[src/rtl/la_ppv_recv_pkg.sv]
// Shared look-ahead PPV definitions: router geometry, slot-to-slice mapping, FIFO occupancy encoding.
package la_ppv_recv_pkg;

  localparam int LA_NUM_PORT   = 5;
  localparam int LA_FLIT_WIDTH = 32;
  localparam int LA_NUM_SLOT   = 4;

  typedef enum logic [1:0] {
    FIFO_EMPTY = 2'd0,
    FIFO_ONE   = 2'd1,
    FIFO_FULL  = 2'd2
  } fifo_state_t;

  // Slot 0 occupies the MSBs of the look-ahead vector.
  function automatic int slice_msb(input int slot, input int num_port);
    return num_port * (LA_NUM_SLOT - slot) - 1;
  endfunction

endpackage

[src/rtl/ppv_slot_sel.sv]
// Picks this router's PPV slice by allocator slot and flags malformed vectors.
// Purely combinational, no backpressure involvement.
module ppv_slot_sel
  import la_ppv_recv_pkg::*;
#(
  parameter int NUM_PORT = LA_NUM_PORT
) (
  input  logic [LA_NUM_SLOT*NUM_PORT-1:0] next_ppv,
  input  logic [1:0]                      slot,
  input  logic                            mc,
  output logic [NUM_PORT-1:0]             ppv,
  output logic                            malformed
);

  localparam logic [NUM_PORT-1:0] PPV_ONE = NUM_PORT'(1);

  always_comb begin
    ppv = '0;
    for (int s = 0; s < LA_NUM_SLOT; s++) begin
      if (slot == 2'(s)) ppv = next_ppv[slice_msb(s, NUM_PORT) -: NUM_PORT];
    end
  end

  // Unicast must be exactly one-hot; multicast only needs at least one port.
  assign malformed = (ppv == '0) || (!mc && ((ppv & (ppv - PPV_ONE)) != '0));

endmodule

[src/rtl/la_ppv_recv.sv]
// Look-ahead PPV receiver: 2-entry FIFO holding flit, mc flag and the selected PPV slice; 1-cycle in->out.
// in_ready is registered from occupancy only (low when FULL), never from out_ready.
module la_ppv_recv
  import la_ppv_recv_pkg::*;
#(
  parameter int NUM_PORT   = LA_NUM_PORT,
  parameter int FLIT_WIDTH = LA_FLIT_WIDTH
) (
  input  logic                  clk,
  input  logic                  reset_n,
  input  logic                  in_valid,
  input  logic [FLIT_WIDTH-1:0] in_flit,
  input  logic                  in_mc,
  input  logic [4*NUM_PORT-1:0] in_next_ppv,
  input  logic [1:0]            in_slot,
  output logic                  in_ready,
  output logic                  out_valid,
  output logic [FLIT_WIDTH-1:0] out_flit,
  output logic                  out_mc,
  output logic [NUM_PORT-1:0]   out_ppv,
  input  logic                  out_ready,
  output logic                  err_pulse,
  output logic [7:0]            err_cnt,
  output logic [15:0]           flit_cnt
);

  typedef struct packed {
    logic [FLIT_WIDTH-1:0] flit;
    logic                  mc;
    logic [NUM_PORT-1:0]   ppv;
  } entry_t;

  fifo_state_t         state, state_nxt;
  entry_t              head, tail, in_entry;
  logic                push, pop;
  logic [NUM_PORT-1:0] sel_ppv;
  logic                sel_malformed;

  ppv_slot_sel #(.NUM_PORT(NUM_PORT)) u_slot_sel (
    .next_ppv  (in_next_ppv),
    .slot      (in_slot),
    .mc        (in_mc),
    .ppv       (sel_ppv),
    .malformed (sel_malformed)
  );

  assign in_entry  = '{flit: in_flit, mc: in_mc, ppv: sel_ppv};
  assign push      = in_valid && in_ready;
  assign out_valid = (state != FIFO_EMPTY);
  assign pop       = out_valid && out_ready;

  always_comb begin
    state_nxt = state;
    unique case (state)
      FIFO_EMPTY: if (push) state_nxt = FIFO_ONE;
      FIFO_ONE: begin
        if (push && !pop)      state_nxt = FIFO_FULL;
        else if (pop && !push) state_nxt = FIFO_EMPTY;
      end
      FIFO_FULL:  if (pop) state_nxt = FIFO_ONE;
      default:    state_nxt = FIFO_EMPTY;
    endcase
  end

  always_ff @(posedge clk or negedge reset_n) begin
    if (!reset_n) begin
      state     <= FIFO_EMPTY;
      in_ready  <= 1'b0;
      err_pulse <= 1'b0;
      err_cnt   <= 8'd0;
      flit_cnt  <= 16'd0;
    end else begin
      state     <= state_nxt;
      in_ready  <= (state_nxt != FIFO_FULL);
      err_pulse <= push && sel_malformed;
      if (push && sel_malformed && (err_cnt != 8'hFF)) err_cnt <= err_cnt + 8'd1;
      if (pop) flit_cnt <= flit_cnt + 16'd1;
    end
  end

  // Head is the output register; tail only fills when a push lands on a non-draining ONE.
  always_ff @(posedge clk) begin
    if (push && ((state == FIFO_EMPTY) || ((state == FIFO_ONE) && pop))) head <= in_entry;
    else if (pop && (state == FIFO_FULL))                                head <= tail;
    if (push && (state == FIFO_ONE) && !pop) tail <= in_entry;
  end

  assign out_flit = head.flit;
  assign out_mc   = head.mc;
  assign out_ppv  = out_valid ? head.ppv : '0;

endmodule

[config.mk]
export PLATFORM = sky130hd
export DESIGN_NAME = la_ppv_recv
export DESIGN_NICKNAME = d
export VERILOG_FILES = /design/src/rtl/la_ppv_recv_pkg.sv /design/src/rtl/ppv_slot_sel.sv /design/src/rtl/la_ppv_recv.sv
export SDC_FILE = /design/constraint.sdc
export NUM_CORES = 1
export LEC_CHECK = 0
export CAP_MARGIN = 20
export CORE_MARGIN = 3
export CORE_UTILIZATION = 40
export CTS_CLUSTER_SIZE = 40
export DETAILED_ROUTE_END_ITERATION = 10
export PLACE_DENSITY = 0.7
export SLEW_MARGIN = 20
export SYNTH_ARGS = -nofsm -noshare
export SYNTH_HDL_FRONTEND = slang
export SYNTH_SLANG_ARGS = --single-unit
[constraint.sdc]
create_clock -name clk -period 4.5 [get_ports clk]
set_input_delay 0.45 -clock clk [delete_from_list [all_inputs] [get_ports clk]]
set_output_delay 0.45 -clock clk [all_outputs]
set_load 0.01 [all_outputs]
==> results of run 1 <==
[area by class of cell]
class / instances / area (sq um)
Inverter: 4 / 15.0
Tap cell: 140 / 175
Fill cell: 927 / 4980
Timing Repair Buffer: 127 / 1260
Clock buffer: 9 / 225
Multi-Input combinational cell: 146 / 1250
Clock inverter: 6 / 51.3
Sequential cell: 104 / 2980
[layout by cell type (no fill, tap or decap), types with 2 or more instances in the layout]
cell type,Yosys,layout
sky130_fd_sc_hd__nor2b_1,5,5
sky130_fd_sc_hd__buf_4,32,4
sky130_fd_sc_hd__clkdlybuf4s50_1,0,123
sky130_fd_sc_hd__and3_1,3,3
sky130_fd_sc_hd__nand4_1,4,4
sky130_fd_sc_hd__clkbuf_16,0,9
sky130_fd_sc_hd__nor4_1,3,3
sky130_fd_sc_hd__a21oi_1,2,2
sky130_fd_sc_hd__inv_1,4,4
sky130_fd_sc_hd__nor2_1,12,11
sky130_fd_sc_hd__ha_1,2,2
sky130_fd_sc_hd__mux2_2,38,38
sky130_fd_sc_hd__mux4_2,4,4
sky130_fd_sc_hd__xor2_1,10,10
sky130_fd_sc_hd__nand3_1,10,10
sky130_fd_sc_hd__nand2_1,17,17
sky130_fd_sc_hd__inv_6,0,4
sky130_fd_sc_hd__dfrtp_1,28,28
sky130_fd_sc_hd__xnor2_1,12,12
sky130_fd_sc_hd__nor3_1,5,4
sky130_fd_sc_hd__edfxtp_1,76,76
[sequential cells by signal, summed over array words and instances (netlist names)]
register,count
err_cnt,8
err_pulse,1
flit_cnt,16
head,5
in_ready,1
out_flit,32
out_mc,1
state,2
tail,38
[synth_stat cells]
| library cell | instances |
|---|---|
| sky130_fd_sc_hd__a2111oi_1 | 1 |
| sky130_fd_sc_hd__a21oi_1 | 2 |
| sky130_fd_sc_hd__and2_1 | 1 |
| sky130_fd_sc_hd__and3_1 | 3 |
| sky130_fd_sc_hd__buf_1 | 3 |
| sky130_fd_sc_hd__buf_2 | 1 |
| sky130_fd_sc_hd__buf_4 | 32 |
| sky130_fd_sc_hd__buf_6 | 1 |
| sky130_fd_sc_hd__clkbuf_1 | 3 |
| sky130_fd_sc_hd__dfrtp_1 | 28 |
| sky130_fd_sc_hd__edfxtp_1 | 76 |
| sky130_fd_sc_hd__ha_1 | 2 |
| sky130_fd_sc_hd__inv_1 | 4 |
| sky130_fd_sc_hd__mux2_2 | 38 |
| sky130_fd_sc_hd__mux2_4 | 1 |
| sky130_fd_sc_hd__mux2i_1 | 1 |
| sky130_fd_sc_hd__mux4_1 | 1 |
| sky130_fd_sc_hd__mux4_2 | 4 |
| sky130_fd_sc_hd__nand2_1 | 17 |
| sky130_fd_sc_hd__nand2b_1 | 1 |
| sky130_fd_sc_hd__nand3_1 | 10 |
| sky130_fd_sc_hd__nand3b_1 | 1 |
| sky130_fd_sc_hd__nand4_1 | 4 |
| sky130_fd_sc_hd__nor2_1 | 12 |
| sky130_fd_sc_hd__nor2_2 | 1 |
| sky130_fd_sc_hd__nor2b_1 | 5 |
| sky130_fd_sc_hd__nor3_1 | 5 |
| sky130_fd_sc_hd__nor4_1 | 3 |
| sky130_fd_sc_hd__nor4_4 | 1 |
| sky130_fd_sc_hd__o21a_1 | 1 |
| sky130_fd_sc_hd__o21ai_0 | 1 |
| sky130_fd_sc_hd__o21ai_1 | 1 |
| sky130_fd_sc_hd__o22a_2 | 1 |
| sky130_fd_sc_hd__o22ai_1 | 2 |
| sky130_fd_sc_hd__o41ai_4 | 1 |
| sky130_fd_sc_hd__or2_2 | 1 |
| sky130_fd_sc_hd__or3_1 | 1 |
| sky130_fd_sc_hd__or4_1 | 1 |
| sky130_fd_sc_hd__xnor2_1 | 12 |
| sky130_fd_sc_hd__xor2_1 | 10 |
[cells by family after synthesis]
logic type / synth area share, %
DFF: 66.3
muxes: 12.7
AOI/OAI and AO/OA: 1.95
adders and majority gates: 0.556
buffers and inverters: 6.54
and+or+nand+nor: 7.68
xor gates and xnor gates: 4.28
[power by group]
| part | internal, mW | switching [mW] | leakage [nW] |
|---|---|---|---|
| sequential | 1.24 | 0.0999 | 1.07 |
| clock | 0.381 | 0.350 | 0.133 |
| combinational | 0.417 | 0.333 | 0.956 |
[metrics by stage]
step / cells / hold WS, ns / cell area (sq um) / setup slack, ns / total power [mW]
6_report: 536 / 0.483 / 5960 / 1.73 / 2.82
5_1_grt: 536 / 0.509 / 5960 / 1.59 / 2.97
4_1_cts: 536 / 0.497 / 5960 / 1.72 / 2.85
3_5_place_dp: 521 / 0.480 / 5680 / 1.36 / 2.12
3_3_place_gp: 521 / 0.477 / 5680 / 1.40 / 2.11
2_1_floorplan: 294 / 0.154 / 4500 / 0.758 / 1.78
[worst reg2reg max path, cell delays in order (launching register included)]
cell,delay [ns]
sky130_fd_sc_hd__dfrtp_1,0.37
sky130_fd_sc_hd__and2_1,0.31
sky130_fd_sc_hd__nand2_1,0.20
sky130_fd_sc_hd__nor2_4,0.35
sky130_fd_sc_hd__buf_4,0.43
sky130_fd_sc_hd__mux2_2,0.40
[per-layer routing]
metal	share of wire, %	routed length, microns
met4	1.5	130
met3	5.6	489
met1	46	4000
met2	47	4060
met5	0	0
[worst paths after layout]
kind | from | to | depth (start not counted)
max in group asynchronous | reset_n | err_cnt[4] | 2
min | flit_cnt[15] | flit_cnt[15] | 1
max | in_slot[0] | err_cnt[1] | 7
min reg2reg | flit_cnt[15] | flit_cnt[15] | 1
max reg2reg | in_ready | out_flit[17] | 5
min in group asynchronous | reset_n | flit_cnt[11] | 2
==> results, run 1 <==
- The flow ran to the end, and the final reports show no timing, DRC or antenna violations.
- Routability-driven placement finished with a final weighted congestion of 0.712.
- In this run the worst path has a maximum fanout of 8.
- The die covers ~13000 sq um.
- After global routing, the most crowded layer is met2.
- In this run, the number of DRC markers left after iteration 0 of detailed routing was about 160.
- The leakage power is about 2.2 nW.
- The peak per-stage delay on the critical path is ~0.64 ns.
- The total grt overflow is 0.
- The number of global-route vias before repair is 2751.
- The estimated wirelength of the detail-placed design is between 6000 and 7000 microns.
- The final count of pins violating max slew is 0.
- In the final routed layout, each cell accounts on average for 16.2 microns.
- The accumulated negative setup slack is 0 ns.
- The actual transition at the worst max-transition pin is ~0.9 ns.
- The library cell contributing the largest single delay on the critical path is sky130_fd_sc_hd__clkdlybuf4s50_1.
- Counting both buffers and inverters, the worst setup path holds a total of 1.
- The die span in x is between 100 and 150 microns.
- In this run the tightest slew margin relative to its limit is roughly 40%.
- At the worst endpoint, the required time is ~4.7 ns.
- The signal on the critical path passes through clkdlybuf4s50_1 > mux4_2 > xor2_1 > nor2_2 > o41ai_4 > nor4_4 > mux2_4.
- The detailed router placed 2623 vias in this run.
- Dividing total power by cell area gives a power density of approximately 470 nW/um^2.
- Counting every net in the synthesized netlist gives between 300 and 400.
- The H-tree was split into 3 levels.
- For flop-to-flop paths, the worst setup slack is between 2 and 2.5 ns.
- From synthesis to final layout, the design area changed by 32.5%.
- Entering global routing, the biggest net connects 39 pins.
- In the routed design, unresolved DRC markers number 0.
- On the final layout, the worst clock skew is 0.00753 ns.
- For this run, the post-layout net count is about 450.
- The average vias per placed instance is a little under 5.
- The I/O pin count is between 100 and 150.
- In this run, distinct cell masters in the synthesized netlist total 40.
- The critical path is of the in -> reg type.
- The cell at the root of the clock tree is sky130_fd_sc_hd__clkbuf_16.
- The kind of cell with the highest combined delay on the critical path is multiplexers.
- The total of warnings raised by yosys is 0.
- The final number of hold-violating endpoints was 0.
- The gate count after technology mapping is 294.
- Across every metal layer, demand over resource in global routing totals between 10 and 15%.
- The number of maximum-capacitance violations is 0.
- The post-route netlist has between 15 and 20% of its cells at a drive strength greater than 1.
- The wire length of the first global-routing pass is approximately 14000 microns.
- Post-CTS repair changed the size of 0 cells.
- The worst path needs 2.77 ns of the cycle, external delays included.
- Cells fill a little over half of the core in the end.
- The number of buffers inserted by port buffering is ~120.
- The endpoint type of the worst setup path is a register.
- The starting density of the core is between 40% and 50%.
- 0 antenna diodes ended up in the layout.
- The cell row count is 38.
- The count of nets left with antenna violations after detail routing is 0.
- sky130_fd_sc_hd__edfxtp_1 takes more of the synthesized area than any other cell.
- The TritonCTS clock tree is yes.
- The clock network latency to the later pin of the worst-skew pair is roughly 0.33 ns.
- The count of clock tree sinks is roughly 100.
- The type of the worst min-delay path is reg -> reg.
- The share of synthesized area occupied by flip-flops and latches is between 60% and 70%.
- The clock edge transition at the registers on the reported setup and hold paths is 0.07 ns.
- The count of TritonRoute iterations in the first routing pass is 4.
- STA puts the critical path data arrival time at roughly 3 ns.
- Setup repair after global routing left no endpoint under its margin.
- The largest buffer count on any clock path is 2.
- After synthesis, the largest area contributor takes up 50.8% of total cell area.
- The CTS buffer count is 9.
- The core region is between 10000 and 15000 sq um.
- Global routing used approximately 3.9% of the available met3 tracks.
- The total wire length is 8670 microns.
- In this run, synthesis produced a sequential element count of between 100 and 150.
- The peak supply drop is ~290 uV.
- The met2 usage is between 20 and 25%.
- From bottom edge to top edge, the die measures between 100 and 150 microns.
- The number of hold buffers added after cts is 0.
- Post-CTS timing repair inserted 0 buffers for setup.
- Of the available clock period, the critical path in the final layout requires between 60% and 70%.
- By area the synthesized netlist is led by sky130_fd_sc_hd__edfxtp_1 (51%), sky130_fd_sc_hd__dfrtp_1 (16%), sky130_fd_sc_hd__mux2_2 (9.5%).
- Setup violations remaining at the end of the flow were counted as 0.
- The initial antenna violation count was 0.
- The mean instance size in the synthesized netlist is 15.3 sq um.
- STA classifies the critical path startpoint as a primary input.
- In the global route stage, met1 resource usage came out at around a fifth.
- The cell area after technology mapping is between 4000 and 5000 sq um.
- Derived from the worst setup path, the maximum achievable clock frequency is ~0.36 GHz.
Power figures use the tool's default switching activity.
==> run 2, diff against run 1 <==
clock period = 2.78 ns   (was 4.5 ns; I/O delays follow)
==> run 2 against run 1 <==
Register-to-register slack worse by 1.4 ns. Global-route usage rose by 0.089 points. Non-clock buffer count increased by 5. Combinational power grew 69%. Sequential power rose by 61%. Power grew 65%. Core utilization increased by 0.89 points. Count of clock-buffer cells in the layout up 1. Wire length grew 1.5%. Via count grew 1.1%. Critical path depth unchanged. Critical endpoint unchanged. Largest cell class unchanged. Highest routed layer unchanged.
==> results, run 2 (synthesized netlist as in run 1, its figures left out) <==
- The library cell contributing the largest single delay on the critical path is sky130_fd_sc_hd__clkdlybuf4s50_1 (unchanged).
- The total wire length is 8800 microns (was 8670 microns).
- The initial antenna violation count is 0 (unchanged).
- The TritonCTS clock tree is yes (unchanged).
- The clock network latency to the later pin of the worst-skew pair came to 0.33 ns (about the same).
- The clock edge transition at the registers on the reported setup and hold paths was 0.08 ns (was 0.07 ns).
- The starting DRC count in detailed routing is 85 (was 161).
- The actual transition at the worst max-transition pin is 0.540 ns (was 0.898 ns).
- The number of buffers inserted by port buffering is 123 (unchanged).
- Dividing the final minimum period by the clock period gives between 80 and 90%.
- The largest net degree at the start of global routing is 39 (unchanged).
- The data required time of the worst path is 3.00 ns (was 4.72 ns).
- The vertical die dimension is 112 microns (unchanged).
- The cell at the root of the clock tree is sky130_fd_sc_hd__clkbuf_16 (unchanged).
- The peak supply drop is 435 uV (was 293 uV).
- The kind of cell with the highest combined delay on the critical path is multiplexers (unchanged).
- The wire length of the first global-routing pass came to 14600 microns (was 14400 microns).
- The number of antenna repair diodes is 0 (unchanged).
- The floorplan die area is 12600 sq um (unchanged).
- The capture point of the worst reg-to-reg path is err_cnt[7] (was out_flit[17]).
- The placement-stage worst setup slack is -0.0333 ns (was 1.36 ns).
- The instance area at placement was 5760 sq um (was 5680 sq um).
- The count of buffers added by post-CTS timing repair for setup was 0 (unchanged).
- The final worst setup slack is 0.348 ns (was 1.73 ns).
- The total global-route track usage is 14.5% (was 14.4%).
- The total of endpoints with negative setup slack in the final report is 0 (unchanged).
- The endpoint type of the worst setup path is a register (unchanged).
- The clock skew came to 0.00508 ns (was 0.00753 ns).
- The starting density of the core was 41.1% (unchanged).
- The minimum period implied by the final worst setup slack is roughly 2.4 ns.
- The fraction of final layout cells sized beyond drive strength 1 came to 18.7% (was 17.7%).
- The total grt overflow is 0 (unchanged).
- The startpoint of the most critical register-to-register path is err_cnt[0] (was in_ready).
- The number of nets in the final layout is 458 (was 453).
- The number of fill cells in the layout is 902 (was 927).
- The I/O pin count is 124 (unchanged).
- The average vias per placed instance came to 4.89 (about the same).
- The estimated wirelength of the detail-placed design is 6180 microns (was 6050 microns).
- The cell row count is 38 (unchanged).
- The register ranked first by flip-flop count is tail (unchanged).
- The post-route core utilization is 55.4% (was 54.5%).
- Most frequent cells in the layout: sky130_fd_sc_hd__clkdlybuf4s50_1 (123), sky130_fd_sc_hd__edfxtp_1 (76), sky130_fd_sc_hd__mux2_2 (38), sky130_fd_sc_hd__dfrtp_1 (28), sky130_fd_sc_hd__nand2_1 (17) (unchanged).
- The number of buffers and inverters on the critical path was 2 (was 1).
- The largest buffer count on any clock path is 2 (unchanged).
- The leakage power is 2.20 nW (was 2.16 nW).
- The signed area change from the synthesized netlist to the final layout is 34.6% (was 32.5%).
- The count of cells resized by post-cts repair came to 0 (unchanged).
- The count of clock tree sinks is 104 (unchanged).
- The area of the core came to 10900 sq um (unchanged).
- The count of unresolved DRC violations after routing came to 0 (unchanged).
- The final count of pins violating max slew came to 0 (unchanged).
- The final design area excluding fillers was 6050 sq um (was 5960 sq um).
- The count of nets left with antenna violations after detail routing was 0 (unchanged).
- The signal arrival time at the worst endpoint came to 2.65 ns (was 2.99 ns).
- The routability-driven placement congestion ratio is 0.791 (was 0.712).
- The logic depth of the worst register-to-register path came to 7 (was 5).
- The flip-flop count of the largest register after layout is 38 (unchanged).
- The average wire per standard cell was 16.2 microns (about the same).
- The relative slew slack is 63.8% (was 40.1%).
- Based on the critical path, the design can be clocked at up to just over 0.4 GHz.
- The largest fanout on the critical path was 5 (was 8).
- Unrepaired setup endpoints after global routing: false (unchanged).
- The number of maximum-capacitance violations is 0 (unchanged).
- The flop-to-flop setup slack is 0.78 ns (was 2.20 ns).
- The die span in x came to 112 microns (unchanged).
- The via total after detailed routing came to 2651 (was 2623).
- The count of TritonRoute iterations in the first routing pass is 4 (unchanged).
- Sequence of cells on the critical path: clkdlybuf4s50_1 > buf_4 > mux4_2 > a2111oi_1 > o22a_2 > nor4_4 > mux2_4 (was clkdlybuf4s50_1 > mux4_2 > xor2_1 > nor2_2 > o41ai_4 > nor4_4 > mux2_4).
- The power density over cell area was 769 nW/um^2 (was 473 nW/um^2).
- The number of hold buffers added after cts is 0 (unchanged).
- The number of global-route vias before repair is 2770 (was 2751).
- The startpoint type of the worst setup path is a primary input (unchanged).
- Result of the run: finished clean (unchanged).
- The final number of hold-violating endpoints came to 0 (unchanged).
- The most common cell after layout, fill and taps aside is sky130_fd_sc_hd__clkdlybuf4s50_1 (unchanged).
- The kind of critical path is in -> reg (unchanged).
- The CTS buffer count is 9 (unchanged).
- The peak per-stage delay on the critical path is 0.59 ns (was 0.64 ns).
- The total number of H-tree levels is 3 (unchanged).
- The type of the worst min-delay path is in -> async (was reg -> reg).
==> run 2: how the worst max path moves through the flow <==
| stage | from | to | slack (ns) | cells past startpoint |
|---|---|---|---|---|
| 3_3_place_gp | in_slot[0] | err_cnt[1] | 0.06 | 7 |
| 3_5_place_dp | in_slot[0] | err_cnt[1] | -0.03 | 7 |
| 2_1_floorplan | state[1] | tail[0] | 0.25 | 2 |
| 4_1_cts | in_slot[0] | err_cnt[1] | 0.33 | 7 |
| 5_1_grt | in_slot[0] | err_cnt[1] | 0.23 | 7 |
| 6_report | in_slot[0] | err_cnt[1] | 0.35 | 7 |
==> run 2: worst register-to-register path: stages (launching register included) <==
cell	delay, ns
sky130_fd_sc_hd__dfrtp_1	0.44
sky130_fd_sc_hd__ha_1	0.26
sky130_fd_sc_hd__nand2_1	0.08
sky130_fd_sc_hd__nor2_1	0.05
sky130_fd_sc_hd__and3_1	0.26
sky130_fd_sc_hd__or4_1	0.50
sky130_fd_sc_hd__nor3_1	0.19
sky130_fd_sc_hd__xor2_1	0.16
==> run 2: area by class of cell <==
type | instances | area [sq um] | area share, %
clock inverter | 6 | 63.8 | 1.05
sequential | 104 | 2980 | 49.3
multi-input combinational | 146 | 1250 | 20.7
clock buffer | 10 | 229 | 3.78
inverter | 4 | 15.0 | 0.248
tap | 140 | 175 | 2.89
timing repair buffer | 132 | 1340 | 22.1
==> run 2: metal layers <==
metal	global-route usage [%]	wire length (microns)
met3	4.47	469
met5	0	0
met2	22.9	4110
met1	19.7	4120
met4	3.61	104
==> run 2: through the flow <==
stage	TNS, ns	hold slack, ns	instances	total power [mW]
floorplan	0	-0.0176	294	2.88
global placement	0	0.472	526	3.46
detailed placement	-0.0370	0.483	526	3.48
CTS	0	0.317	542	4.73
global route	0	0.329	542	4.90
finish	0	0.317	542	4.66
==> run 2: report_power, final <==
part / total (mW) / switching (mW) / internal, mW
Combinational: 1.27 / 0.555 / 0.711
Sequential: 2.16 / 0.164 / 2.00
Clock: 1.23 / 0.595 / 0.634
Total: 4.66 / 1.31 / 3.34
